File: src/rtl/rv_mem_arbiter_if.sv
//-----------------------------------------------------------------------------
// rv_mem_arbiter_if
// Bundles every signal between the arbiter, the pipeline core and the
// unified single-ported memory.
//
// Signals:
//   if_req/if_addr          fetch request and PC, held until if_ready
//   if_rdata/if_ready       fetched instruction and one-cycle completion pulse
//   d_req/d_we/d_addr/
//   d_wdata                 data request (MemWrite, ALUResult, WriteData),
//                           held until d_ready
//   d_rdata/d_ready         load data and one-cycle completion pulse
//   mem_req/mem_we/
//   mem_addr/mem_wdata      request toward memory, held until mem_ack
//   mem_rdata/mem_ack       memory read data and single-cycle completion
//   mem_err                 one-cycle pulse on a timeout abort
//
// Modports:
//   slave  - the arbiter's view
//   master - the surrounding pipeline/memory view
//-----------------------------------------------------------------------------
interface rv_mem_arbiter_if;
  logic        if_req;
  logic [31:0] if_addr;
  logic [31:0] if_rdata;
  logic        if_ready;

  logic        d_req;
  logic        d_we;
  logic [31:0] d_addr;
  logic [31:0] d_wdata;
  logic [31:0] d_rdata;
  logic        d_ready;

  logic        mem_req;
  logic        mem_we;
  logic [31:0] mem_addr;
  logic [31:0] mem_wdata;
  logic [31:0] mem_rdata;
  logic        mem_ack;
  logic        mem_err;

  modport slave (
    input  if_req, if_addr,
    input  d_req, d_we, d_addr, d_wdata,
    input  mem_rdata, mem_ack,
    output if_rdata, if_ready,
    output d_rdata, d_ready,
    output mem_req, mem_we, mem_addr, mem_wdata, mem_err
  );

  modport master (
    output if_req, if_addr,
    output d_req, d_we, d_addr, d_wdata,
    output mem_rdata, mem_ack,
    input  if_rdata, if_ready,
    input  d_rdata, d_ready,
    input  mem_req, mem_we, mem_addr, mem_wdata, mem_err
  );
endinterface

File: src/rtl/rv_mem_arbiter.sv
//-----------------------------------------------------------------------------
// rv_mem_arbiter
// Shares one unified single-ported memory between the instruction-fetch (IF)
// port and the data-access (MEM) port of the pipeline. Each transfer runs a
// req/ack handshake toward memory; completion is reported to the pipeline as
// a one-cycle ready pulse that releases the corresponding stall.
//
// Arbitration: data has priority, but after STARVE_LIMIT consecutive data
// grants with a fetch pending, the fetch is forced through.
//
// Ports:
//   clk    - clock, all state updates on the rising edge
//   reset  - asynchronous, active-high reset
//   bus    - rv_mem_arbiter_if.slave (pipeline IF/MEM ports + memory side)
//
// Parameters:
//   STARVE_LIMIT   - data grants tolerated while a fetch waits (1..15)
//   TIMEOUT_CYCLES - BUSY cycles without mem_ack before abort (1..255),
//                    only meaningful with RV_MEM_TIMEOUT_EN
//
// Build option:
//   RV_MEM_TIMEOUT_EN - when defined, an 8-bit watchdog aborts a transfer
//                       that sees no mem_ack for TIMEOUT_CYCLES BUSY cycles,
//                       returning rdata=0 with the ready pulse and a one-cycle
//                       mem_err. When undefined, BUSY waits indefinitely and
//                       mem_err stays 0.
//
// All outputs are registered.
//-----------------------------------------------------------------------------
module rv_mem_arbiter #(
  parameter int unsigned STARVE_LIMIT   = 4,
  parameter int unsigned TIMEOUT_CYCLES = 255
) (
  input  logic             clk,
  input  logic             reset,
  rv_mem_arbiter_if.slave  bus
);

  typedef enum logic [1:0] {
    IDLE   = 2'd0,
    BUSY_I = 2'd1,
    BUSY_D = 2'd2
  } state_t;

  localparam logic [3:0] STARVE_MAX = 4'(STARVE_LIMIT);

  // Elaboration-time guard on the configuration ranges.
  if ((STARVE_LIMIT < 1) || (STARVE_LIMIT > 15)) begin : g_bad_starve
    $error("rv_mem_arbiter: STARVE_LIMIT out of range 1..15");
  end
  if ((TIMEOUT_CYCLES < 1) || (TIMEOUT_CYCLES > 255)) begin : g_bad_timeout
    $error("rv_mem_arbiter: TIMEOUT_CYCLES out of range 1..255");
  end

  // Saturating increment of the 4-bit starvation counter.
  function automatic logic [3:0] sat_inc4(input logic [3:0] val,
                                          input logic [3:0] lim);
    logic [3:0] res;
    if (val >= lim) begin
      res = lim;
    end else begin
      res = val + 4'd1;
    end
    return res;
  endfunction

  state_t      state_r, state_s;
  logic [3:0]  starve_r, starve_s;

  logic        mem_req_r, mem_req_s;
  logic        mem_we_r, mem_we_s;
  logic [31:0] mem_addr_r, mem_addr_s;
  logic [31:0] mem_wdata_r, mem_wdata_s;
  logic [31:0] if_rdata_r, if_rdata_s;
  logic [31:0] d_rdata_r, d_rdata_s;
  logic        if_ready_r, if_ready_s;
  logic        d_ready_r, d_ready_s;
  logic        mem_err_r, mem_err_s;

  // Data grant condition: data wins unless a fetch has waited too long.
  logic        grant_d_s;
  assign grant_d_s = bus.d_req && (!bus.if_req || (starve_r < STARVE_MAX));

`ifdef RV_MEM_TIMEOUT_EN
  // The abort fires in the BUSY cycle whose count equals TIMEOUT_CYCLES-1,
  // i.e. after exactly TIMEOUT_CYCLES ack-less BUSY cycles.
  localparam logic [7:0] TMO_LAST = 8'(TIMEOUT_CYCLES - 1);
  logic [7:0]  tmo_r, tmo_s;
`endif

  // Next-state and next-output computation for the arbiter FSM.
  always_comb begin
    state_s     = state_r;
    starve_s    = starve_r;
    mem_req_s   = mem_req_r;
    mem_we_s    = mem_we_r;
    mem_addr_s  = mem_addr_r;
    mem_wdata_s = mem_wdata_r;
    if_rdata_s  = if_rdata_r;
    d_rdata_s   = d_rdata_r;
    if_ready_s  = 1'b0;
    d_ready_s   = 1'b0;
    mem_err_s   = 1'b0;
`ifdef RV_MEM_TIMEOUT_EN
    tmo_s       = tmo_r;
`endif

    case (state_r)
      IDLE: begin
        mem_req_s = 1'b0;
        if (grant_d_s) begin
          state_s     = BUSY_D;
          mem_req_s   = 1'b1;
          mem_we_s    = bus.d_we;
          mem_addr_s  = bus.d_addr;
          mem_wdata_s = bus.d_wdata;
          // Only grants that bypass a waiting fetch count toward starvation.
          if (bus.if_req) begin
            starve_s = sat_inc4(starve_r, STARVE_MAX);
          end else begin
            starve_s = starve_r;
          end
`ifdef RV_MEM_TIMEOUT_EN
          tmo_s = 8'd0;
`endif
        end else if (bus.if_req) begin
          state_s    = BUSY_I;
          mem_req_s  = 1'b1;
          mem_we_s   = 1'b0;
          mem_addr_s = bus.if_addr;
          starve_s   = 4'd0;
`ifdef RV_MEM_TIMEOUT_EN
          tmo_s = 8'd0;
`endif
        end else begin
          state_s = IDLE;
        end
      end

      BUSY_I, BUSY_D: begin
        // mem_addr/we/wdata are left untouched for the whole BUSY period.
        if (bus.mem_ack) begin
          state_s   = IDLE;
          mem_req_s = 1'b0;
          if (state_r == BUSY_I) begin
            if_rdata_s = bus.mem_rdata;
            if_ready_s = 1'b1;
          end else begin
            d_ready_s = 1'b1;
            // Stores complete without disturbing the last load value.
            if (!mem_we_r) begin
              d_rdata_s = bus.mem_rdata;
            end else begin
              d_rdata_s = d_rdata_r;
            end
          end
        end
`ifdef RV_MEM_TIMEOUT_EN
        else if (tmo_r >= TMO_LAST) begin
          state_s   = IDLE;
          mem_req_s = 1'b0;
          mem_err_s = 1'b1;
          if (state_r == BUSY_I) begin
            if_rdata_s = 32'h0000_0000;
            if_ready_s = 1'b1;
          end else begin
            d_rdata_s = 32'h0000_0000;
            d_ready_s = 1'b1;
          end
        end else begin
          tmo_s = tmo_r + 8'd1;
        end
`else
        else begin
          state_s = state_r;
        end
`endif
      end

      default: begin
        state_s   = IDLE;
        mem_req_s = 1'b0;
      end
    endcase
  end

  // FSM state register.
  always_ff @(posedge clk or posedge reset) begin
    if (reset) begin
      state_r <= IDLE;
    end else begin
      state_r <= state_s;
    end
  end

  // Registered outputs and arbitration counters.
  always_ff @(posedge clk or posedge reset) begin
    if (reset) begin
      starve_r    <= 4'd0;
      mem_req_r   <= 1'b0;
      mem_we_r    <= 1'b0;
      mem_addr_r  <= 32'h0000_0000;
      mem_wdata_r <= 32'h0000_0000;
      if_rdata_r  <= 32'h0000_0000;
      d_rdata_r   <= 32'h0000_0000;
      if_ready_r  <= 1'b0;
      d_ready_r   <= 1'b0;
      mem_err_r   <= 1'b0;
    end else begin
      starve_r    <= starve_s;
      mem_req_r   <= mem_req_s;
      mem_we_r    <= mem_we_s;
      mem_addr_r  <= mem_addr_s;
      mem_wdata_r <= mem_wdata_s;
      if_rdata_r  <= if_rdata_s;
      d_rdata_r   <= d_rdata_s;
      if_ready_r  <= if_ready_s;
      d_ready_r   <= d_ready_s;
      mem_err_r   <= mem_err_s;
    end
  end

`ifdef RV_MEM_TIMEOUT_EN
  // Watchdog counter for the current BUSY period.
  always_ff @(posedge clk or posedge reset) begin
    if (reset) begin
      tmo_r <= 8'd0;
    end else begin
      tmo_r <= tmo_s;
    end
  end
`endif

  assign bus.mem_req   = mem_req_r;
  assign bus.mem_we    = mem_we_r;
  assign bus.mem_addr  = mem_addr_r;
  assign bus.mem_wdata = mem_wdata_r;
  assign bus.if_rdata  = if_rdata_r;
  assign bus.if_ready  = if_ready_r;
  assign bus.d_rdata   = d_rdata_r;
  assign bus.d_ready   = d_ready_r;
  assign bus.mem_err   = mem_err_r;

endmodule

File: src/flat_wrapper.sv
// flat-port wrapper written by rule: the top's interface ports become plain ports
module rv_mem_arbiter_flat 
#(
  parameter int unsigned STARVE_LIMIT   = 4,
  parameter int unsigned TIMEOUT_CYCLES = 255
)
  (clk, reset, bus_if_req, bus_if_addr, bus_d_req, bus_d_we, bus_d_addr, bus_d_wdata, bus_mem_rdata, bus_mem_ack, bus_if_rdata, bus_if_ready, bus_d_rdata, bus_d_ready, bus_mem_req, bus_mem_we, bus_mem_addr, bus_mem_wdata, bus_mem_err);
  rv_mem_arbiter_if bus_i ();
  input  logic clk;
  input  logic reset;
  input wire logic [$bits(bus_i.if_req)-1:0] bus_if_req;
  input wire logic [$bits(bus_i.if_addr)-1:0] bus_if_addr;
  input wire logic [$bits(bus_i.d_req)-1:0] bus_d_req;
  input wire logic [$bits(bus_i.d_we)-1:0] bus_d_we;
  input wire logic [$bits(bus_i.d_addr)-1:0] bus_d_addr;
  input wire logic [$bits(bus_i.d_wdata)-1:0] bus_d_wdata;
  input wire logic [$bits(bus_i.mem_rdata)-1:0] bus_mem_rdata;
  input wire logic [$bits(bus_i.mem_ack)-1:0] bus_mem_ack;
  output wire logic [$bits(bus_i.if_rdata)-1:0] bus_if_rdata;
  output wire logic [$bits(bus_i.if_ready)-1:0] bus_if_ready;
  output wire logic [$bits(bus_i.d_rdata)-1:0] bus_d_rdata;
  output wire logic [$bits(bus_i.d_ready)-1:0] bus_d_ready;
  output wire logic [$bits(bus_i.mem_req)-1:0] bus_mem_req;
  output wire logic [$bits(bus_i.mem_we)-1:0] bus_mem_we;
  output wire logic [$bits(bus_i.mem_addr)-1:0] bus_mem_addr;
  output wire logic [$bits(bus_i.mem_wdata)-1:0] bus_mem_wdata;
  output wire logic [$bits(bus_i.mem_err)-1:0] bus_mem_err;
  assign bus_i.if_req = bus_if_req;
  assign bus_i.if_addr = bus_if_addr;
  assign bus_i.d_req = bus_d_req;
  assign bus_i.d_we = bus_d_we;
  assign bus_i.d_addr = bus_d_addr;
  assign bus_i.d_wdata = bus_d_wdata;
  assign bus_i.mem_rdata = bus_mem_rdata;
  assign bus_i.mem_ack = bus_mem_ack;
  assign bus_if_rdata = bus_i.if_rdata;
  assign bus_if_ready = bus_i.if_ready;
  assign bus_d_rdata = bus_i.d_rdata;
  assign bus_d_ready = bus_i.d_ready;
  assign bus_mem_req = bus_i.mem_req;
  assign bus_mem_we = bus_i.mem_we;
  assign bus_mem_addr = bus_i.mem_addr;
  assign bus_mem_wdata = bus_i.mem_wdata;
  assign bus_mem_err = bus_i.mem_err;
  rv_mem_arbiter #(.STARVE_LIMIT(STARVE_LIMIT), .TIMEOUT_CYCLES(TIMEOUT_CYCLES)) u_core (.clk(clk), .reset(reset), .bus(bus_i));
endmodule
File: config.mk
export PLATFORM = sky130hd
export DESIGN_NAME = rv_mem_arbiter_flat
export DESIGN_NICKNAME = d
export VERILOG_FILES = /design/src/rtl/rv_mem_arbiter_if.sv /design/src/rtl/rv_mem_arbiter.sv /design/src/flat_wrapper.sv
export SDC_FILE = /design/constraint.sdc
export NUM_CORES = 1
export LEC_CHECK = 0
export CORE_MARGIN = 2
export CORE_UTILIZATION = 45
export CTS_CLUSTER_DIAMETER = 100
export DETAILED_ROUTE_END_ITERATION = 6
export GPL_ROUTABILITY_DRIVEN = 1
export HOLD_SLACK_MARGIN = 0.02
export PLACE_DENSITY = 0.89
export SYNTH_ARGS = -nofsm -noshare
export SYNTH_HDL_FRONTEND = slang
export SYNTH_SLANG_ARGS = --single-unit
File: constraint.sdc
create_clock -name clk -period 9.9 [get_ports clk]
set_input_delay 1.98 -clock clk [delete_from_list [all_inputs] [get_ports clk]]
set_output_delay 1.98 -clock clk [all_outputs]
set_load 0.1 [all_outputs]
==> qor.txt <==
Num CTS Buffers - 17
Max-slew violations - 0
Fmax - 0.248 GHz
Largest delay share family, worst path - buffers and inverters
Tightest Hold Check Type - flip-flop to flip-flop
Post-CTS resize count - 0
Share of cells above drive strength 1 - 0.198
Buffers on Ports - 265
Min Tclk post-route - 4.03 ns
Via count - 4519
Synth cell types - 27
DR vias/cell - 5.17
Worst Setup End Kind - output pin
Worst r2r src - u_core.starve_r[3]
Placed Instances - 842
Post-CTS Setup Bufs - 0
Slew HR - 0.252
RSZ-0062 raised after global routing - no
Initial Util - 0.458
Maximum Capacitance Violations - 0
Pin count of the biggest net entering global routing - 77
Placed wire-length estimate - 11600 um
FP Rows - 41
Register area share after synthesis - 0.600
Hold Fails Final Rpt - 0
CTS tree - done
Run status - complete, no violations
Pre-Repair DR Iteration Count - 5
Synthesis Warnings - 0
Post-synth net total - 568
Crit-path max cell delay - 1.21 ns
Stages on worst setup path - 1
Worst skew pair latency - 0.41 ns
CP Cell Sequence - clkdlybuf4s50_1
GRT Overall Usage - 0.237
IO Count - 267
Die Ht - 117 um
Slowest cell on crit path - clkdlybuf4s50_1
Post-synthesis register bit count - 138
Share of the core filled with cells - 0.727
Vias in the first global route - 4710
Synth Instances - 431
Clock sink count - 138
Mapped Area - 0.00575 mm^2
First-pass GRT wire length - 24300 um
Most frequent cells in the layout - clkdlybuf4s50_1 (265), dfrtp_1 (138), nand2_1 (70), mux2_2 (67), o211ai_1 (33)
# diodes - 0
Worst endpoint required time - 7.92 ns
Fin crit share - 0.407
Commonest non-fill, non-tap cell in the layout - clkdlybuf4s50_1
R2R Setup Slk - 7.29 ns
Clock Tree Buf Depth - 2
Sum Neg Setup Slack - 0 ns
Final net count - 826
Crit-path max FO - 3
Hold Path End - u_core.bus.d_rdata[25]
Final hold slack - 0.486 ns
Routed len/inst - 18.4 um
Routed Antenna Nets - 0
Clock Skews - 0.00874 ns
Worst-Margin Slew - 1.12 ns
Layout area overhead - 58.9%
Root Buffer Master - clkbuf_16
Syn_area_per_cell - 13.3 um^2
Critical R2R Capture - u_core.bus.mem_addr[23]
Fin cells - 874
Core Region - 0.0126 mm^2
Total grt overflow - 0
Die Span X - 117 um
Final setup violation count - 0
Nature of the critical path startpoint - flip-flop
Initial drt markers - 243
RePlAce Congestion - 0.787
WL final - 16100 um
Reg2Reg Depth - 3
Initial antenna violation count - 0
Hold path start - u_core.bus.d_rdata[25]
Clk pin slew, worst setup/hold paths - 0.06 ns
Buf/Inv on CP - 1
Hold_buf cts - 0
Critical path class - flip-flop to output pin
Worst Path Arrival - 2.05 ns
Max H-tree Level - 4
Die area - 0.0137 mm^2
Worst Hold Path Cells - 1
DRC violations left - 0
Yosys cell counts:
master    number  share of area
o21ai_0        3         0.0026
a21oi_1        1        0.00087
clkbuf_1      11         0.0072
ha_1           3         0.0065
nand3_4        1         0.0030
mux2i_1        1         0.0017
inv_1          5         0.0033
nand4_1       32          0.035
buf_2         13          0.011
o21a_1         1         0.0013
mux2_1         2         0.0039
nand2_1       70          0.046
nor2_1         2         0.0013
nor3b_1        1         0.0013
o21ai_4        1         0.0028
and2_1         2         0.0022
buf_6          3         0.0059
nand3_1        3         0.0026
o21ai_2        1         0.0015
mux2_4        29          0.076
buf_4          5         0.0065
nor3_2         1         0.0017
nand2b_1       1         0.0011
conb_1         1        0.00065
o211ai_1      33          0.043
dfrtp_1      138           0.60
mux2_2        67           0.13
per-layer routing:
metal	GRT usage	share of wire
met1	0.264	0.36
met5	0	0
met2	0.424	0.53
met3	0.0803	0.088
met4	0.0839	0.017
cell type report:
class	instances	area, um^2
clock buffers	19	453
multi-input cells	256	2110
flip-flops and latches	138	3450
fillers	845	3430
repair buffers	271	2700
clock inverters	13	189
inverters	5	23.8
well taps	172	215
state kept, by name, indices dropped and copies added, names as in the netlist, 2 cells and up:
register / cells
u_core.bus.d_rdata: 32
u_core.state_r: 2
u_core.bus.mem_wdata: 32
u_core.starve_r: 4
u_core.bus.mem_addr: 32
u_core.bus.if_rdata: 32
worst max-delay path by stage:
stage	from	endpoint	slack, ns
finish	u_core.bus.mem_we	bus_mem_we	5.87
global route	u_core.bus.mem_we	bus_mem_we	5.79
CTS	u_core.bus.mem_we	bus_mem_we	5.85
detailed placement	bus_if_req	u_core.bus.mem_addr[25]	5.57
global placement	bus_if_req	u_core.bus.mem_addr[21]	5.65
floorplan	reset	u_core.bus.d_rdata[0]	4.22
through the flow:
| stage | instance area [um^2] | setup slack, ns |
|---|---|---|
| after floorplan | 5750 | 4.22 |
| after global placement | 8500 | 5.65 |
| after detailed placement | 8500 | 5.57 |
| after CTS | 9140 | 5.85 |
| after global routing | 9140 | 5.79 |
| final | 9140 | 5.87 |
cells by family after synthesis:
logic type / synth area share
AO/OA/AOI/OAI: 0.0522
adder cells (fa/ha/maj): 0.00653
buffers and inverters: 0.0341
flip-flops: 0.600
multiplexers: 0.212
other: 0.000652
AND/OR/NAND/NOR: 0.0937
Power is left out: the tool's default activity adds up to more than one toggle a clock period on the data nets, which glitch-free logic cannot reach.
